$ cat src/rtl/sliced_compare_sequencer.sv
// Multi-cycle magnitude comparator that scans operands MSB slice first.
// Define SLICED_COMPARE_EARLY_EXIT_EN to finish on the first differing slice.
module sliced_compare_sequencer #(
  parameter int SLICE_W    = 6,
  parameter int NUM_SLICES = 4
) (
  input  logic                          clk,
  input  logic                          rst,
  input  logic                          in_valid,
  output logic                          in_ready,
  input  logic [SLICE_W*NUM_SLICES-1:0] A,
  input  logic [SLICE_W*NUM_SLICES-1:0] B,
  input  logic                          gti,
  input  logic                          lti,
  input  logic                          eqi,
  output logic                          out_valid,
  input  logic                          out_ready,
  output logic                          gto,
  output logic                          lto,
  output logic                          eqo
);

  localparam int W  = SLICE_W * NUM_SLICES;
  localparam int IW = (NUM_SLICES > 1) ? $clog2(NUM_SLICES) : 1;

  localparam logic [IW-1:0] IDX_TOP = IW'(NUM_SLICES - 1);
  localparam logic [IW-1:0] IDX_ONE = IW'(1);

  localparam logic [1:0] S_IDLE = 2'd0;
  localparam logic [1:0] S_SCAN = 2'd1;
  localparam logic [1:0] S_DONE = 2'd2;

  logic [1:0]         state_q, state_d;
  logic [IW-1:0]      idx_q, idx_d;
  logic               dec_q, dec_d;
  logic [W-1:0]       a_q, a_d;
  logic [W-1:0]       b_q, b_d;
  logic [2:0]         ci_q, ci_d;
  logic [2:0]         res_q, res_d;

  logic [SLICE_W-1:0] sa;
  logic [SLICE_W-1:0] sb;
  logic               slice_ne;
  logic               last;

  always_comb begin
    sa = '0;
    sb = '0;
    for (int s = 0; s < NUM_SLICES; s++) begin
      if (idx_q == IW'(s)) begin
        sa = a_q[s*SLICE_W +: SLICE_W];
        sb = b_q[s*SLICE_W +: SLICE_W];
      end
    end
  end

  assign slice_ne = (sa != sb);
  assign last     = (idx_q == '0);

  always_comb begin
    state_d = state_q;
    idx_d   = idx_q;
    dec_d   = dec_q;
    a_d     = a_q;
    b_d     = b_q;
    ci_d    = ci_q;
    res_d   = res_q;
    unique case (state_q)
      S_IDLE: begin
        if (in_valid) begin
          a_d     = A;
          b_d     = B;
          ci_d    = {gti, lti, eqi};
          dec_d   = 1'b0;
          idx_d   = IDX_TOP;
          res_d   = 3'b000;
          state_d = S_SCAN;
        end
      end
      S_SCAN: begin
        // Only the first differing slice decides; lower ones are ignored.
        if (!dec_q && slice_ne) begin
          dec_d = 1'b1;
          res_d = {(sa > sb), (sa < sb), 1'b0};
        end
        if (last && !dec_q && !slice_ne) begin
          res_d = ci_q;
        end
        if (!last) begin
          idx_d = idx_q - IDX_ONE;
        end
`ifdef SLICED_COMPARE_EARLY_EXIT_EN
        if (last || (!dec_q && slice_ne)) begin
          state_d = S_DONE;
        end
`else
        if (last) begin
          state_d = S_DONE;
        end
`endif
      end
      S_DONE: begin
        if (out_ready) begin
          state_d = S_IDLE;
        end
      end
      default: begin
        state_d = S_IDLE;
      end
    endcase
  end

  always_ff @(posedge clk) begin
    if (rst) begin
      state_q <= S_IDLE;
      idx_q   <= IDX_TOP;
      dec_q   <= 1'b0;
      a_q     <= '0;
      b_q     <= '0;
      ci_q    <= 3'b000;
      res_q   <= 3'b000;
    end else begin
      state_q <= state_d;
      idx_q   <= idx_d;
      dec_q   <= dec_d;
      a_q     <= a_d;
      b_q     <= b_d;
      ci_q    <= ci_d;
      res_q   <= res_d;
    end
  end

  assign in_ready        = (state_q == S_IDLE);
  assign out_valid       = (state_q == S_DONE);
  assign {gto, lto, eqo} = res_q;

endmodule

$ cat config.mk
export PLATFORM = sky130hd
export DESIGN_NAME = sliced_compare_sequencer
export DESIGN_NICKNAME = d
export VERILOG_FILES = /design/src/rtl/sliced_compare_sequencer.sv
export SDC_FILE = /design/constraint.sdc
export NUM_CORES = 1
export LEC_CHECK = 0
export CAP_MARGIN = 30
export CORE_ASPECT_RATIO = 0.8
export CORE_MARGIN = 3
export CORE_UTILIZATION = 54
export DETAILED_ROUTE_END_ITERATION = 10
export GPL_TIMING_DRIVEN = 1
export PLACE_DENSITY = 0.88
export SLEW_MARGIN = 0
export SYNTH_ARGS = -nofsm -noshare
export SYNTH_HDL_FRONTEND = slang
export SYNTH_SLANG_ARGS = --single-unit
$ cat constraint.sdc
create_clock -name clk -period 6.24 [get_ports clk]
set_clock_uncertainty 0.15 [all_clocks]
set_input_delay 0.624 -clock clk [delete_from_list [all_inputs] [get_ports clk]]
set_output_delay 0.624 -clock clk [all_outputs]
set_load 0.01 [all_outputs]
==> metrics.txt, run 1 <==
max_slew headroom 51.83%; unrepaired setup endpoints after global routing false; multi-input logic area 1445 um^2; most common cell after layout, fill and taps aside nand2_1; Reg2Reg Depth 11; Worst Setup Start Kind register; fmax 324.7 MHz; P per Cell Area 269.0 nW/um^2; post-synth top area share 42.70%; WHS Endpoint a_q[5]; crit-path cells inv_1 -> ha_1 -> and3b_2 -> a21oi_1 -> o21ai_0 -> mux2i_1 -> ha_1 -> nand4_4 -> or2_1 -> o2111ai_1 -> o211ai_1; Detail Route Antenna Nets 0; worst r2r dst res_q[1]; # clock sinks 59; Bufs and invs on worst path 1; nets 474; hold_buf cts 0; Die Wd 86.03 um; post-route minimum period 3080 ps; element type at the critical path end register; fin crit share 49.36%; Worst Path Arrival 3140 ps; setup repair bufs after CTS 0; P&R area growth vs syn 28.95%; routed wire length per instance 14.06 um; Crit path largest cell delay 600 ps; I/O Buffers 59; kind of critical path register to register; row count 22; initial drt markers 178; clock tree buffer depth 2; HP Class register to register; Crit path top cell by count ha_1; Total Routing Usage GR 23.29%; TritonCTS Buffers 9; Vias 2572; worst r2r src idx_q[0]; Overflow after GRT 0; Critical-path top delay cell ha_1; FF+latch count, synth 59; DR vias/cell 5.426; Worst Max-Slew Pin Slew 722.6 ps; first-pass GRT wire length 11150 um; area of the mapped netlist 2766 um^2; Reg area 1181 um^2; pin count of the biggest net entering global routing 60; power share of the clock group 41.0%; Die Ht 70.02 um; core area 4762 um^2; H-tree depth 3; initial core utilization 58.09%; TritonRoute pass-1 iters 5; Hold WS 309.1 ps; layout cells sized above 1 7.488%; internal power 0.0007181 W; Net Sw Frac 25.17%; cts repair resizes 0; die area 6023 um^2; DRT Wirelength 6665 um; Leakage Power 1.372 nW; vias in the first global route 2427; Yosys top cell by area dfxtp_1; worst endpoint required time 6300 ps; max-slew violation count 0; Setup Viol. Count Final 0; CTS tree built; NetSw 0.0002415 W; DRC Markers 0; post-synth cell types 35; Core Util, Final 74.91%; worst-path maximum fanout 17; Comb power frac 15.5%; Hold Startpoint a_q[5]; IO Pins 60; synthesized net count 425; share of power burned in registers 43.5%; Hold Path Cell Cnt 2; fillers 375; Reg clk slew, reported paths 70 ps; synth top area cells dfxtp_1, nand2_1, a21oi_1, ha_1, mux2i_1; Mapped Cells 360; Seq/Total Area, Yosys 42.70%; initial antenna violation count 0; R2R Setup Slk 3160 ps; Peak VDD IR 0.1628 mV; Worst-Skew Late Latency 340 ps; Yosys warnings 0; status completed; delay-heaviest family, CP adder cells; final hold vios 0; Clock Tree Root clkbuf_8; # diodes 0; Avg Cell Area, Syn 7.684 um^2; MaxCap Viol Count 0; most frequent cells in the layout nand2_1, a21oi_1, dfxtp_1, clkdlybuf4s50_1, clkbuf_8; DP Wirelength 4426 um; Final GP Congestion 0.8248; final total negative setup slack 0 ps
-- worst register-to-register path: cells and delay by family (launching register included) --
family,cells,cell delay (ps)
AO/OA/AOI/OAI,4,500
adder cells (fa/ha/maj),2,980
buffers and inverters,1,100
flip-flops,1,350
multiplexers,1,110
AND/OR/NAND/NOR,3,750
-- cells in the mapped netlist (all sizes together) --
master   number
nand2       125
a21oi        74
dfxtp        59
buf          16
o21ai        12
ha           10
clkbuf        8
nor2          7
and3b         6
mux2i         6
nand3b        6
inv           4
nand3         4
or2           4
nor3b         3
a22oi         2
nand2b        2
nand4         2
nor3          2
o211ai        2
nor2b         1
nor4          1
o2111ai       1
o221a         1
o221ai        1
o31ai         1
-- worst max-delay path by stage --
stage	from	endpoint	slack [ps]	cells after the start
finish	idx_q[0]	res_q[1]	3160	11
global route	idx_q[0]	res_q[1]	2930	11
CTS	idx_q[0]	res_q[1]	3190	11
detailed placement	idx_q[0]	res_q[1]	3270	11
global placement	idx_q[0]	res_q[1]	3370	11
floorplan	idx_q[0]	res_q[1]	3740	9
-- metal layers --
metal  wire (um)  GRT usage [%]  vias up
li1            -              -     1307
met1        3004          29.68     1171
met2        3097          36.36       82
met3         459          8.726       12
met4         104          7.206        0
met5           0              0        -
-- cells by family (layout without fill, tap and decap cells) --
| family | count (synthesis) | in the layout | share of synthesized area (%) |
|---|---|---|---|
| AND/OR/NAND/NOR | 163 | 163 | 27.23 |
| flip-flops | 59 | 59 | 42.70 |
| buffers and inverters | 28 | 82 | 5.247 |
| multiplexers | 6 | 6 | 2.171 |
| AO/OA/AOI/OAI | 94 | 94 | 18.14 |
| adder cells (fa/ha/maj) | 10 | 10 | 4.523 |
-- final cells by class --
class,count,share of cell area (%)
clock buffers,12,4.349
clock inverters,4,2.034
inverters,4,0.4911
multi-input cells,273,40.51
flip-flops and latches,59,33.11
well taps,60,2.105
repair buffers,62,17.40
-- power groups by stage --
| stage | combinational (W) | clock (W) | sequential (W) |
|---|---|---|---|
| 3_5_place_dp | 0.000145 | 0 | 0.000425 |
| 2_1_floorplan | 0.0000940 | 0 | 0.000420 |
| 5_1_grt | 0.000165 | 0.000420 | 0.000420 |
| 6_report | 0.000149 | 0.000393 | 0.000418 |
| 3_3_place_gp | 0.000141 | 0 | 0.000424 |
| 4_1_cts | 0.000148 | 0.000396 | 0.000417 |
-- flip-flops by register name, indices dropped and copies added, names as in the netlist --
signal,flops
dec_q,1
a_q,24
idx_q,2
b_q,24
state_q,2
res_q,3
ci_q,3
-- per-stage QoR --
step / power, W / setup WS [ps] / cell area [um^2] / instances
CTS: 0.0009621 / 3189 / 3547 / 473
floorplan: 0.0005135 / 3736 / 2766 / 360
finish: 0.0009596 / 3160 / 3567 / 474
detailed placement: 0.0005701 / 3274 / 3319 / 457
global placement: 0.0005653 / 3375 / 3319 / 457
global route: 0.001005 / 2928 / 3567 / 474
No activity file was read; power rests on OpenSTA's default activity.
==> run 2: changes to the inputs <==
- CORE_UTILIZATION: 54 -> 50
- PLACE_DENSITY: 0.88 -> 0.83
- clock period: 6.24 -> 3.15 ns (I/O delays scaled with it)
==> run 2 against run 1 <==
Non-clock buffer count is 3 higher. First-iteration DRC count is 11% lower. Via count is 1.2% lower. Utilization is 6.3 points lower. Maximum frequency is 6.4% higher. Sequential power is 98% higher. Routed wire length is 2.5% lower.
==> metrics.txt, run 2 (synthesis results as in run 1) <==
nets 477; P per Cell Area 508.0 nW/um^2; Worst Max-Slew Pin Slew 736.5 ps; Critical-path top delay cell ha_1; final std cells w/o fill 478; fmax 345.3 MHz; Clock Tree Root clkbuf_8; pin count of the biggest net entering global routing 53; Worst-Skew Late Latency 340 ps; setup repair bufs after CTS 0; worst endpoint required time 3220 ps; DR vias/cell 5.318; Worst Path Arrival 2960 ps; initial drt markers 159; TritonCTS Buffers 9; DP Wirelength 4637 um; Final GP Congestion 0.8115; # placed instances 463; routed wire length per instance 13.60 um; Core Util, Final 68.65%; Hold WS 299.6 ps; DRT Wirelength 6500 um; IO Pins 60; unrepaired setup endpoints after global routing false; element type at the critical path end register; # clock sinks 59; Leakage Power 1.366 nW; Bufs and invs on worst path 1; kind of critical path register to register; Die Wd 89.16 um; WHS Endpoint dec_q; post-route minimum period 2896 ps; Peak VDD IR 0.3554 mV; TritonRoute pass-1 iters 4; # diodes 0; Crit path top cell by count ha_1; Detail Route Antenna Nets 0; first-pass GRT wire length 10600 um; final total negative setup slack 0 ps; initial antenna violation count 0; H-tree depth 3; Setup Viol. Count Final 0; vias in the first global route 2353; Hold Startpoint rst; MaxCap Viol Count 0; worst-path maximum fanout 13; Hold Path Cell Cnt 2; fin crit share 91.94%; R2R Setup Slk 250 ps; final hold vios 0; DRC Markers 0; most frequent cells in the layout nand2_1, a21oi_1, dfxtp_1, clkdlybuf4s50_1, clkbuf_8; biggest regs a_q (24), b_q (24); Worst Setup Start Kind register; core area 5180 um^2; I/O Buffers 59; die area 6467 um^2; status completed; Reg2Reg Depth 11; row count 23; P&R area growth vs syn 28.54%; layout cells sized above 1 8.413%; Vias 2542; Reg clk slew, reported paths 60 ps; Overflow after GRT 0; crit-path cells inv_1 -> ha_1 -> and3b_2 -> a21oi_1 -> o21ai_0 -> mux2i_1 -> ha_1 -> nand4_4 -> or2_1 -> o2111ai_1 -> o211ai_1; HP Class input pin to register; max-slew violation count 0; fillers 447; Total Routing Usage GR 21.49%; most common cell after layout, fill and taps aside nand2_1; initial core utilization 53.41%; CTS tree built; worst r2r dst res_q[1]; worst r2r src idx_q[0]; max_slew headroom 50.90%; Die Ht 72.53 um; delay-heaviest family, CP adder cells; Crit path largest cell delay 460 ps; clock tree buffer depth 2
==> run 2: changes by cell type in the layout (fill, tap and decap cells not counted), sizes merged <==
cell | before | now
clkbuf | 12 | 11
bufinv | 2 | 1
buf | 4 | 7
clkinvlp | 1 | 2
==> run 2: final cells by class <==
cell class	count	area, um^2	area share, %
tap	62	77.57	2.182
clock inverter	4	50.05	1.407
clock buffer	11	151.4	4.258
inverter	4	17.52	0.4926
timing repair buffer	65	630.6	17.73
sequential	59	1181	33.22
multi-input combinational	273	1448	40.71
==> run 2: where the power goes <==
| part | internal [W] | leakage, nW | switching [W] |
|---|---|---|---|
| logic | 0.000142 | 0.784 | 0.000150 |
| clock network | 0.000402 | 0.0974 | 0.000287 |
| registers | 0.000794 | 0.485 | 0.0000324 |
| total | 0.00134 | 1.37 | 0.000469 |
==> run 2: repair_timing <==
action,in CTS,in global routing
endpoints found under the hold margin,0,0
hold buffers,0,0
endpoints found under the setup margin,0,3
gates resized for setup,0,1
==> run 2: how the worst max path moves through the flow <==
stage                     cells after the start  startpoint       end  slack (ps)
final                                        11    idx_q[0]  res_q[1]         250
after global routing                         10    idx_q[0]  res_q[1]          10
after CTS                                    11    idx_q[1]  res_q[1]         230
after detailed placement                     11    idx_q[1]  res_q[1]         230
after global placement                       10    idx_q[0]  res_q[1]         370
after floorplan                               9    idx_q[0]  res_q[1]         650
==> run 2: worst register-to-register path: cells and delay by family (launching register included) <==
family | cells | cell delay, ps
AO/OA/AOI/OAI | 4 | 520
multiplexers | 1 | 130
adder cells (fa/ha/maj) | 2 | 810
AND/OR/NAND/NOR | 3 | 700
buffers and inverters | 1 | 120
flip-flops | 1 | 350
==> run 2: per-stage QoR <==
step	area, um^2	setup slack [ps]	total power, W
finish	3556	253.9	0.001806
global route	3556	10.51	0.001888
floorplan	2766	645.6	0.001017
CTS	3553	234.3	0.001824
detailed placement	3352	230.6	0.001132
global placement	3352	366.1	0.001123
==> run 2: layer usage <==
| layer | vias up | share of wire (%) | global-route usage (%) |
|---|---|---|---|
| met2 | 87 | 45 | 32.46 |
| met4 | 0 | 1.1 | 6.446 |
| met1 | 1133 | 47 | 28.96 |
| met5 | - | 0 | 0 |
| met3 | 10 | 7.1 | 7.491 |
| li1 | 1312 | - | - |
==> run 3: changes to the inputs <==
- CORE_UTILIZATION: 50 -> 25
- PLACE_DENSITY: 0.83 -> 0.49
==> run 3 against run 2 <==
Via count down 2.0%. Count of clock-buffer cells in the layout up 3. Utilization down 33 points. Highest routed layer unchanged. Largest power group is now the clock network.
==> metrics.txt, run 3 (synthesis results as in run 1) <==
status completed; DR vias/cell 4.458; cts repair resizes 0; Reg clk slew, reported paths 50 ps; fmax 349.9 MHz; Worst-Skew Late Latency 320 ps; CTS tree built; hold_buf cts 0; final total negative setup slack 0 ps; DRC Markers 0; # diodes 0; Setup Viol. Count Final 0; Hold WS 302.5 ps; first-pass GRT wire length 11850 um; MaxCap Viol Count 0; P per Cell Area 562.0 nW/um^2; most common cell after layout, fill and taps aside nand2_1; P&R area growth vs syn 36.86%; most frequent cells in the layout nand2_1, a21oi_1, dfxtp_1, clkdlybuf4s50_1, ha_1; final hold vios 0; I/O Buffers 59; Worst Setup Start Kind register; Die Ht 100.1 um; layout cells sized above 1 8.592%; worst-path maximum fanout 13; Overflow after GRT 0; DRT Wirelength 7116 um; Leakage Power 1.439 nW; initial antenna violation count 0; nets 480; post-route minimum period 2858 ps; HP Class register to register; initial core utilization 26.27%; initial drt markers 211; Vias 2492; vias in the first global route 2439; core area 10530 um^2; pin count of the biggest net entering global routing 40; element type at the critical path end register; Worst Path Arrival 2900 ps; unrepaired setup endpoints after global routing false; Total Routing Usage GR 12.34%; worst endpoint required time 3200 ps; row count 33; setup repair bufs after CTS 0; DP Wirelength 5382 um; Worst Max-Slew Pin Slew 697.3 ps; kind of critical path register to register; max-slew violation count 0; Peak VDD IR 0.2279 mV; Detail Route Antenna Nets 0; Clock Tree Root clkbuf_16; routed wire length per instance 12.73 um; # clock sinks 59; IO Pins 60; max_slew headroom 53.51%; clock tree buffer depth 2; TritonRoute pass-1 iters 4; fin crit share 90.72%; die area 12370 um^2; biggest regs a_q (24), b_q (24); TritonCTS Buffers 9; Die Wd 123.6 um; H-tree depth 3; Final GP Congestion 0.7929
==> run 3: cell types whose count changed in the layout (fill, tap and decap cells not counted) <==
cell / change
buf_4: +3
clkbuf_1: +1
clkbuf_16: +9
clkbuf_8: -7
clkinv_2: -1
clkinvlp_4: -2
ha_1: +1
ha_2: -1
==> run 3: metal layers <==
layer  global-route usage (%)  wire length [um]  up-vias
met5                        0                 0        -
met4                    3.064                88        0
met3                    4.789               440       10
met2                    17.28              2918       62
met1                    17.69              3668     1101
li1                         -                 -     1319
==> run 3: through the flow <==
stage	cells	util [%]	power, W	instance area (um^2)	worst slack [ps]
after floorplan	360	-	0.001017	2766	645.6
after global placement	544	32.98	0.001140	3472	416.0
after detailed placement	544	32.98	0.001145	3472	317.0
after CTS	559	35.96	0.002155	3786	308.8
after global routing	559	35.96	0.002229	3786	37.31
final	559	35.96	0.002128	3786	292.4
==> run 3: power by group <==
part,switching (W),total [W],internal (W)
logic,0.000155,0.000300,0.000145
registers,0.0000329,0.000829,0.000796
clock network,0.000307,0.000999,0.000692
total,0.000495,0.00213,0.00163
==> run 3: final timing paths <==
check	to	slack, ps	start	cells after the start
worst min register to register	b_q[3]	300	b_q[3]	2
worst min-delay path	b_q[3]	300	b_q[3]	2
worst max-delay path	res_q[1]	290	idx_q[0]	11
worst max register to register	res_q[1]	290	idx_q[0]	11
==> run 3: cell type report <==
type | count | area, um^2
Inverter | 4 | 17.52
Clock inverter | 1 | 30.03
Multi-Input combinational cell | 273 | 1445
Sequential cell | 59 | 1181
Clock buffer | 14 | 284.0
Fill cell | 1131 | 6743
Tap cell | 140 | 175.2
Timing Repair Buffer | 68 | 653.1
==> run 3: critical path: stages (launching register included) <==
cell and delay [ps]:
dfxtp_1 340, inv_1 90, ha_1 440, and3b_2 260
a21oi_1 50, o21ai_0 160, mux2i_1 110, ha_1 370
nand4_4 150, or2_1 300, o2111ai_1 200, o211ai_1 110
